==> src/rtl/bit_scan_pkg.sv <==
// Shared types and helpers for the bit-scan serializer and its priority encoder.
package bit_scan_pkg;

  typedef enum logic {
    IDLE = 1'b0,
    SCAN = 1'b1
  } state_t;

  // Position width for a WIDTH-bit vector; at least one bit for WIDTH = 2.
  function automatic int pos_width(input int width);
    return (width < 2) ? 1 : $clog2(width);
  endfunction

endpackage

==> src/rtl/bit_scan_serializer_prio_enc.sv <==
// Combinational lowest/highest-set-bit encoder; pos is 0 when no bit is set.
module prio_enc #(
  parameter int WIDTH = 8,
  parameter int POS_W = 3
) (
  input  logic [WIDTH-1:0] vec,
  input  logic             msb_first,
  output logic [POS_W-1:0] pos,
  output logic             any
);

  // Later iterations override earlier ones, so loop direction picks the winner.
  always_comb begin
    pos = '0;
    any = |vec;
    if (msb_first) begin
      for (int i = 0; i < WIDTH; i++) begin
        if (vec[i]) pos = POS_W'(i);
      end
    end else begin
      for (int i = WIDTH - 1; i >= 0; i--) begin
        if (vec[i]) pos = POS_W'(i);
      end
    end
  end

endmodule

==> src/rtl/bit_scan_serializer.sv <==
// Serialises the set-bit positions of an accepted vector, one index per output beat.
module bit_scan_serializer
  import bit_scan_pkg::*;
#(
  parameter int WIDTH = 8,
  parameter int POS_W = pos_width(WIDTH)
) (
  input  logic             clk,
  input  logic             reset,
  input  logic             in_valid,
  output logic             in_ready,
  input  logic [WIDTH-1:0] in_,
  input  logic             msb_first,
  output logic             out_valid,
  input  logic             out_ready,
  output logic [POS_W-1:0] out_pos,
  output logic [POS_W:0]   out_idx,
  output logic             out_last,
  output logic             out_none
);

  if (WIDTH < 2) begin : g_width_check
    $error("bit_scan_serializer: WIDTH must be at least 2");
  end

  state_t           state, state_next;
  logic [WIDTH-1:0] mask, mask_next;
  logic             dir, dir_next;
  logic [POS_W:0]   idx, idx_next;

  logic [POS_W-1:0] enc_pos;
  logic             enc_any;
  logic             scanning;
  logic             multi;
  logic             fire;
  logic             accept;

  prio_enc #(
    .WIDTH(WIDTH),
    .POS_W(POS_W)
  ) u_enc (
    .vec      (mask),
    .msb_first(dir),
    .pos      (enc_pos),
    .any      (enc_any)
  );

  // Clearing the lowest set bit leaves something only if two or more were set.
  always_comb begin
    scanning  = (state == SCAN);
    multi     = |(mask & (mask - WIDTH'(1)));
    out_valid = scanning;
    out_pos   = scanning ? enc_pos : '0;
    out_idx   = scanning ? idx : '0;
    out_last  = scanning && !multi;
    out_none  = scanning && !enc_any;
    fire      = out_valid && out_ready;
    in_ready  = (state == IDLE) || (fire && out_last);
    accept    = in_valid && in_ready;
  end

  // A new vector loaded on the last-beat cycle overrides the return to IDLE.
  always_comb begin
    state_next = state;
    mask_next  = mask;
    dir_next   = dir;
    idx_next   = idx;
    if (fire) begin
      mask_next = mask & ~(WIDTH'(1) << enc_pos);
      idx_next  = idx + (POS_W + 1)'(1);
      if (out_last) state_next = IDLE;
    end
    if (accept) begin
      mask_next  = in_;
      dir_next   = msb_first;
      idx_next   = '0;
      state_next = SCAN;
    end
  end

  always_ff @(posedge clk) begin
    if (reset) begin
      state <= IDLE;
      mask  <= '0;
      dir   <= 1'b0;
      idx   <= '0;
    end else begin
      state <= state_next;
      mask  <= mask_next;
      dir   <= dir_next;
      idx   <= idx_next;
    end
  end

endmodule

==> config.mk <==
export PLATFORM = sky130hd
export DESIGN_NAME = bit_scan_serializer
export DESIGN_NICKNAME = d
export VERILOG_FILES = /design/src/rtl/bit_scan_pkg.sv /design/src/rtl/bit_scan_serializer_prio_enc.sv /design/src/rtl/bit_scan_serializer.sv
export SDC_FILE = /design/constraint.sdc
export NUM_CORES = 1
export LEC_CHECK = 0
export CELL_PAD_IN_SITES_DETAIL_PLACEMENT = 1
export CELL_PAD_IN_SITES_GLOBAL_PLACEMENT = 2
export CORE_ASPECT_RATIO = 1.25
export CORE_UTILIZATION = 30
export DETAILED_ROUTE_END_ITERATION = 16
export GPL_TIMING_DRIVEN = 1
export PLACE_DENSITY_LB_ADDON = 0.1
export SETUP_SLACK_MARGIN = 0.2
export SLEW_MARGIN = 5
export SYNTH_ARGS = -nofsm -noshare
export SYNTH_HDL_FRONTEND = slang
export SYNTH_SLANG_ARGS = --single-unit
==> constraint.sdc <==
create_clock -name clk -period 5.3 [get_ports clk]
set_input_delay 1.06 -clock clk [delete_from_list [all_inputs] [get_ports clk]]
set_output_delay 1.06 -clock clk [all_outputs]
set_load 0.005 [all_outputs]
== After elaboration in Yosys (flattened, before gate mapping) ==
Index checks and enable logic that the tools add are counted.

* Multiplexer cells: 23
* Add/sub/neg operators: 2
* Reduce and logical (&&, ||, !) cells: 14
* Shifts and indexed selects: 1
* Bitwise gates (word level): 4

{| class="wikitable"
|+ Operators with widths
! cell !! number
|-
| $mux W3 || 14
|-
| $and A8 B8 Y8 || 2
|-
| $mux W8 || 2
|-
| $reduce_or A8 Y1 || 2
|-
| $not A8 Y8 || 1
|-
| $shl A1 B3 Y8 const A || 1
|-
| $sub A8 B1 Y8 const B || 1
|-
| $logic_and A1 B1 Y1 || 5
|-
| $add A4 B1 Y4 const B || 1
|-
| $mux W1 || 4
|-
| $mux W2 || 2
|-
| $mux W4 || 1
|-
| $reduce_bool A2 Y1 || 2
|-
| $logic_not A1 Y1 || 2
|-
| $reduce_and A2 Y1 || 1
|-
| $reduce_or A2 Y1 || 1
|-
| $logic_or A1 B1 Y1 || 1
|-
| $not A1 Y1 || 1
|}

* Flip-flop bits (word level): 14
* Output and inout bits: 11
* Word-level logic and storage cells: 48

== Logic depth before layout (Yosys ltp) ==
Gate-level depths: netlist of run 1.

* Depth in word-level cells: 14
* Depth in mapped cells: 8

== Modules after synthesis ==
From an unflattened synthesis of run 1, not the netlist that was laid out.

* Cell total of the unflattened synthesis: 125
* Area, all modules: 964.7 µm²

{| class="wikitable"
|+ By module, submodules not included
! module !! instances !! area each (µm²) !! sequential area each (µm²) !! cells an instance
|-
| bit_scan_serializer || 1 || 834.6 || 280.3 || 103
|-
| prio_enc || 1 || 130.1 || 0.0 || 22
|}

== Worst setup path before layout of run 1 ==
OpenSTA, ideal clock, no wires.

* Path type: register -> output
* Start: register mask[0]
* End: output port in_ready
* Path slack: 2.651 ns
* Arrival time: 1.589 ns
* Path buffers: 2
* Stages on the path, launching flop included: 7
* Path through: dfxtp_1 -> buf_6 -> or3_4 -> buf_6 -> a2111oi_4 -> nor2_1 -> a31oi_1

* Cells in the longest elaborated chain, start to end: 7

{| class="wikitable"
|+ RTL lines
! element !! RTL line !! source
|-
| from (decl) || bit_scan_serializer.sv:27 || <nowiki>logic [WIDTH-1:0] mask, mask_next;</nowiki>
|-
| from (signal assigned) || bit_scan_serializer.sv:89 || <nowiki>mask <= mask_next;</nowiki>
|-
| $sub A8 B1 Y8 || bit_scan_serializer.sv:51 || <nowiki>multi = |(mask & (mask - WIDTH'(1)));</nowiki>
|-
| $and A8 B8 Y8 (*) || bit_scan_serializer.sv:51 ||
|-
| $reduce_or A8 Y1 (*) || bit_scan_serializer.sv:51 ||
|-
| $logic_not A1 Y1 (*) || bit_scan_serializer.sv:55 || <nowiki>out_last = scanning && !multi;</nowiki>
|-
| $logic_and A1 B1 Y1 (*) || bit_scan_serializer.sv:55 ||
|-
| $logic_and A1 B1 Y1 (*) || bit_scan_serializer.sv:58 || <nowiki>in_ready = (state == IDLE) || (fire && out_last);</nowiki>
|-
| $logic_or A1 B1 Y1 (*) || bit_scan_serializer.sv:58 ||
|-
| to (decl) || bit_scan_serializer.sv:11 || <nowiki>output logic in_ready,</nowiki>
|}

Every way passes the cells marked *; elsewhere a longest branch is shown, timed or not.

== Worst setup path in the final report of run 1 ==
* Start: input port out_ready
* End: output port in_ready

* Cells in the longest elaborated chain, start to end: 3

{| class="wikitable"
|+ RTL lines
! element !! RTL line !! source
|-
| from (decl) || bit_scan_serializer.sv:15 || <nowiki>input logic out_ready,</nowiki>
|-
| $logic_and A1 B1 Y1 || bit_scan_serializer.sv:57 || <nowiki>fire = out_valid && out_ready;</nowiki>
|-
| $logic_and A1 B1 Y1 || bit_scan_serializer.sv:58 ||
|-
| $logic_or A1 B1 Y1 || bit_scan_serializer.sv:58 ||
|}

Every way passes these cells.

==> results of run 1 <==
==> stage by stage <==
step	cell area (µm²)	total power [W]	cells	util [%]	setup slack [ns]
2_1_floorplan	1040	0.000188	128	-	2.65
3_3_place_gp	1190	0.000211	175	36.6	1.80
3_5_place_dp	1190	0.000211	175	36.6	1.76
4_1_cts	1250	0.000318	179	38.3	1.75
5_1_grt	1250	0.000334	179	38.3	1.67
6_report	1250	0.000313	179	38.3	1.77
==> worst paths after layout <==
| path | start | to | slack (ns) |
|---|---|---|---|
| worst max-delay path | out_ready | in_ready | 1.77 |
| worst min-delay path | idx[1] | idx[1] | 0.49 |
| worst max register to register | mask[0] | dir | 3.18 |
| worst min register to register | idx[1] | idx[1] | 0.49 |
==> registers in the layout (all words and copies together) (netlist names) <==
signal and count:
out_valid 1, idx 4, dir 1, mask 8
==> synthesized netlist by cell type, drive strengths merged <==
cell and count:
nand2b 2, dfxtp 14, o21ai 8, o41ai 2
o32ai 1, nor4b 1, nor2b 4, o31a 1
nand2 12, nand4 2, xor2 2, nor4 1
a31oi 1, nor3 6, o211a 2, and4 1
a2111oi 1, a221oi 1, buf 8, or2 1
and2 6, o211ai 9, xnor2 1, inv 2
o31ai 1, nor2 13, mux2i 1, a21oi 10
a211oi 2, ha 1, or3 1, o22ai 1
a21boi 1, nand3 1, and2b 1, clkbuf 5
or4 1
==> power breakdown <==
part,switching [W],total (W),leakage [nW],internal [W]
registers,0.0000158,0.000127,0.115,0.000111
clock network,0.0000383,0.000104,0.0288,0.0000658
logic,0.0000414,0.0000828,0.295,0.0000414
==> cell families (layout without fill, tap and decap cells) <==
logic type,Yosys count,in the layout,synth area share [%]
simple gates,53,53,26.4
compound gates,41,41,29.3
buf+inv,15,29,12.4
flops,14,14,27.1
xor+xnor,3,3,2.54
fa+ha+maj,1,1,1.21
mux,1,1,0.966
==> metal layers <==
metal	up-vias	wire (µm)	track usage [%]	part of all wire [%]
met5	-	0	0	0
met4	0	42	8.01	1.5
met3	5	58	3.83	2.1
met2	14	1350	28.4	49
met1	463	1320	22.3	48
li1	491	-	-	-
==> layout make-up <==
| cell class | instances | area [µm²] |
|---|---|---|
| Fill cell | 412 | 2010 |
| Multi-Input combinational cell | 99 | 627 |
| Sequential cell | 14 | 280 |
| Timing Repair Buffer | 23 | 230 |
| Clock buffer | 4 | 55.1 |
| Tap cell | 37 | 46.3 |
| Inverter | 2 | 7.51 |
==> critical path, cell delays in order <==
cell             delay [ns]
clkdlybuf4s50_1        0.49
and2b_1                0.19
a31oi_1                0.19
clkdlybuf4s50_1        0.54
==> flow_summary_export.csv, run 1 <==
group,metric,value,unit
status,status,"complete, no violations",
sta,fin_skew,0.00655,ns
routing,dr.pass1.iters,4,
global_routing,overflow,0,
sta,slew_viol_final,0,
setup_path,crit_fanout,3,
synthesis,yosys_warnings,0,
routing,wire_per_inst,15.5,µm
synthesis,seq_area_frac_synth,27.1,%
global_routing,grt_pass1_wl,4.62,mm
final_layout,final_nets,157,
synthesis,synth_top_area_cell,"dfxtp_1",
synthesis,ys_ff_latch,14,
synthesis,synth_top_cell_area_share,27.1,%
floorplan,core-area,3250,µm²
clock_tree,numCtsBuffers,3,
placement,dp.final_hpwl,2.06,mm
clock_tree,cts_htree_levels,1,
placement,routabilityCongestion,0.724,
routing,postRouteAntennaNets,0,
sta,fin_worst_hold_slack,0.494,ns
setup_path,cp-end-kind,"primary output",
setup_path,worst_ep_arrival_time,2.47,ns
floorplan,row_count,23,
routing,first_iter_violations,7,
routing,drc,0,
sta,clock.fmax,283,MHz
floorplan,die_w,54.6,µm
setup_path,critPathLaunchType,"input port",
synthesis,syn-num-nets,142,
synthesis,syn_inst,128,
floorplan,die_area,3690,µm²
floorplan,start_util,31.9,%
synthesis,synth_area_per_cell,8.09,µm²
final_layout,final_common_cell,"clkdlybuf4s50_1",
clock_tree,worstSkewPairLatency,0.25,ns
setup_path,required,4.24,ns
routing,via_per_inst,5.44,
final_layout,drive_gt1_share,7.04,%
clock_tree,clockBufferDepth,2,
floorplan,ios,24,
placement,port_buffers,23,
routing,vias,973,
clock_tree,path_clk_slew,0.06,ns
clock_tree,cts_resized,0,
synthesis,syn_area,1040,µm²
global_routing,grt_max_degree,17,
global_routing,grt_pass1_vias,965,
sta,finalCritPeriodShare,66.6,%
sta,fin_setup_tns,0,ns
clock_tree,cts_hold_buffers,0,
synthesis,yosysUniqueCellTypes,41,
clock_tree,root_buffer,"clkbuf_8",
pwr,max-vdd-ir-drop,0.000142,V
flow_run,drv_cap,0,
setup_path,r2r.worst_path.cells,5,
worst_hold_path,hold_path.class,"flop to flop",
final_layout,area_growth,20.3,%
worst_hold_path,min_path_cells,2,
sta,relSlewSlack,55.4,%
sta,tightest_slew,0.665,ns
sta,rsz0062_at_grt,"false",
sta,hold_violations,0,
clock_tree,postCtsSetupRepairBufs,0,
global_routing,grt_usage,17.8,%
sta,fin_crit,3.53,ns
clock_tree,clock-sinks,14,
global_routing,grt_antenna_before_repair,0,
final_layout,final_cell_mix,"23 x clkdlybuf4s50_1, 14 x dfxtp_1, 13 x nor2_1",
synthesis,synthTopCellsByArea,"dfxtp_1 27%, o211ai_1 6.5%, buf_6 5.4%",
setup_path,critical_path_class,"input port to primary output",
sta,finalSetupViolations,0,
floorplan,dieHeight,67.7,µm
pwr,power_density,252,nW/µm²
final_layout,antenna_cells,0,
pwr,p_leak,0.439,nW
routing,routed_wl,2.77,mm
clock_tree,cts_tree,"built",
(Power assumes the default switching activity.)
==> run 2: changes to the inputs <==
Settings changed: CORE_UTILIZATION 30 to 25.
Clock period 5.3 ns to 3.03 ns, I/O delays scaled along.
==> flow_summary_export.csv, run 2 (synthesis results as in run 1) <==
group,metric,value,unit
global_routing,grt_pass1_vias,1001,
pwr,power_density,434,nW/µm²
sta,fin_crit,2.75,ns
worst_hold_path,hold_path.class,"flop to flop",
final_layout,drive_gt1_share,14.4,%
clock_tree,path_clk_slew,0.07,ns
pwr,p_sw,0.000179,W
pwr,p_clk_share,33.0,%
pwr,power,0.000569,W
sta,finalCritPeriodShare,90.7,%
sta,relSlewSlack,54.3,%
clock_tree,numCtsBuffers,3,
clock_tree,worstSkewPairLatency,0.25,ns
sta,rsz0062_at_grt,"true",
routing,routed_wl,3.07,mm
flow_run,drv_cap,0,
setup_path,required,2.42,ns
final_layout,final_common_cell,"clkdlybuf4s50_1",
sta,finalSetupViolations,0,
placement,dp.cells,193,
final_layout,finalNonFillerCells,200,
clock_tree,cts_tree,"built",
final_layout,area_growth,26.3,%
setup_path,worst_ep_arrival_time,2.14,ns
pwr,intPower,0.000390,W
placement,port_buffers,23,
floorplan,dieHeight,74.0,µm
floorplan,die_w,59.6,µm
clock_tree,clock-sinks,14,
sta,tightest_slew,0.681,ns
global_routing,grt_usage,15.1,%
global_routing,grt_pass1_wl,5.00,mm
routing,postRouteAntennaNets,0,
setup_path,crit_fanout,9,
routing,drc,0,
placement,routabilityCongestion,0.796,
routing,first_iter_violations,24,
clock_tree,cts_hold_buffers,0,
final_layout,final_cell_mix,"21 x clkdlybuf4s50_1, 13 x nor2_1, 12 x nand2_1",
sta,fin_skew,0.00702,ns
placement,dp.final_hpwl,2.22,mm
sta,slew_viol_final,0,
status,status,"complete, no violations",
clock_tree,root_buffer,"clkbuf_8",
pwr,p_leak,0.465,nW
setup_path,critical_path_class,"flop to primary output",
global_routing,grt_antenna_before_repair,0,
final_layout,antenna_cells,0,
sta,hold_violations,0,
final_layout,final_nets,161,
pwr,max-vdd-ir-drop,0.000167,V
floorplan,ios,24,
routing,wire_per_inst,15.3,µm
global_routing,grt_max_degree,17,
sta,fin_setup_tns,0,ns
sta,clock.fmax,364,MHz
pwr,comb_power_share,28.2,%
routing,vias,1016,
placement,preCtsSetupSlack,0.329,ns
sta,fin_worst_hold_slack,0.505,ns
floorplan,start_util,26.7,%
setup_path,critPathLaunchType,"flop",
sta,layout_setup_ws,0.281,ns
clock_tree,clockBufferDepth,2,
floorplan,core-area,3880,µm²
pwr,switching_share,31.4,%
final_layout,top_register,"mask",
routing,via_per_inst,5.08,
floorplan,die_area,4410,µm²
routing,dr.pass1.iters,4,
final_layout,top_regs,"mask (8), idx (4)",
clock_tree,cts_htree_levels,1,
setup_path,cp-end-kind,"primary output",
global_routing,overflow,0,
pwr,seq_power_share,38.9,%
floorplan,row_count,25,
final_layout,largest_register_ffs,8,
-- run 2: final cells by class --
class	count	area (µm²)
tap	54	67.6
fill	493	2570
clock buffer	4	55.1
multi-input combinational	99	633
sequential	14	288
timing repair buffer	27	258
inverter	2	7.51
-- run 2: power groups by stage --
stage | registers [W] | clock network [W] | logic [W]
after floorplan | 0.000205 | 0 | 0.000125
after global placement | 0.000223 | 0 | 0.000151
after detailed placement | 0.000223 | 0 | 0.000151
after CTS | 0.000220 | 0.000192 | 0.000156
after global routing | 0.000224 | 0.000201 | 0.000177
final | 0.000221 | 0.000187 | 0.000160
-- run 2: worst max-delay path, cell delays in order, from the launching register on --
cell and delay [ns]:
dfxtp_1 0.42, or4_1 0.66, nor4b_2 0.27, clkdlybuf4s50_1 0.55
-- run 2: through the flow --
step / area [µm²] / util (%)
global route: 1310 / 33.7
finish: 1310 / 33.7
global placement: 1220 / 31.5
CTS: 1290 / 33.4
floorplan: 1040 / -
detailed placement: 1220 / 31.5
-- run 2: timing repair --
item                       4_1_cts  5_1_grt
pin swaps                        3        1
setup buffers                    2        1
setup endpoints to repair        3        2
resized for setup                8        1
cloned                           0        0
-- run 2: final timing paths --
path,depth (start not counted),slack (ns),from,end
worst min register to register,2,0.51,idx[1],idx[1]
worst min-delay path,2,0.51,idx[1],idx[1]
worst max-delay path,3,0.28,mask[7],out_none
worst max register to register,6,0.90,mask[1],dir
-- run 2: metal layers --
metal  vias to the layer above  share of wire (%)  wire [µm]  GRT usage (%)
li1                        503                  -          -              -
met1                       493                 45       1390           19.3
met2                        16                 52       1590           26.0
met3                         4                1.7         51           1.74
met4                         0                1.1         34           5.17
met5                         -                  0          0              0
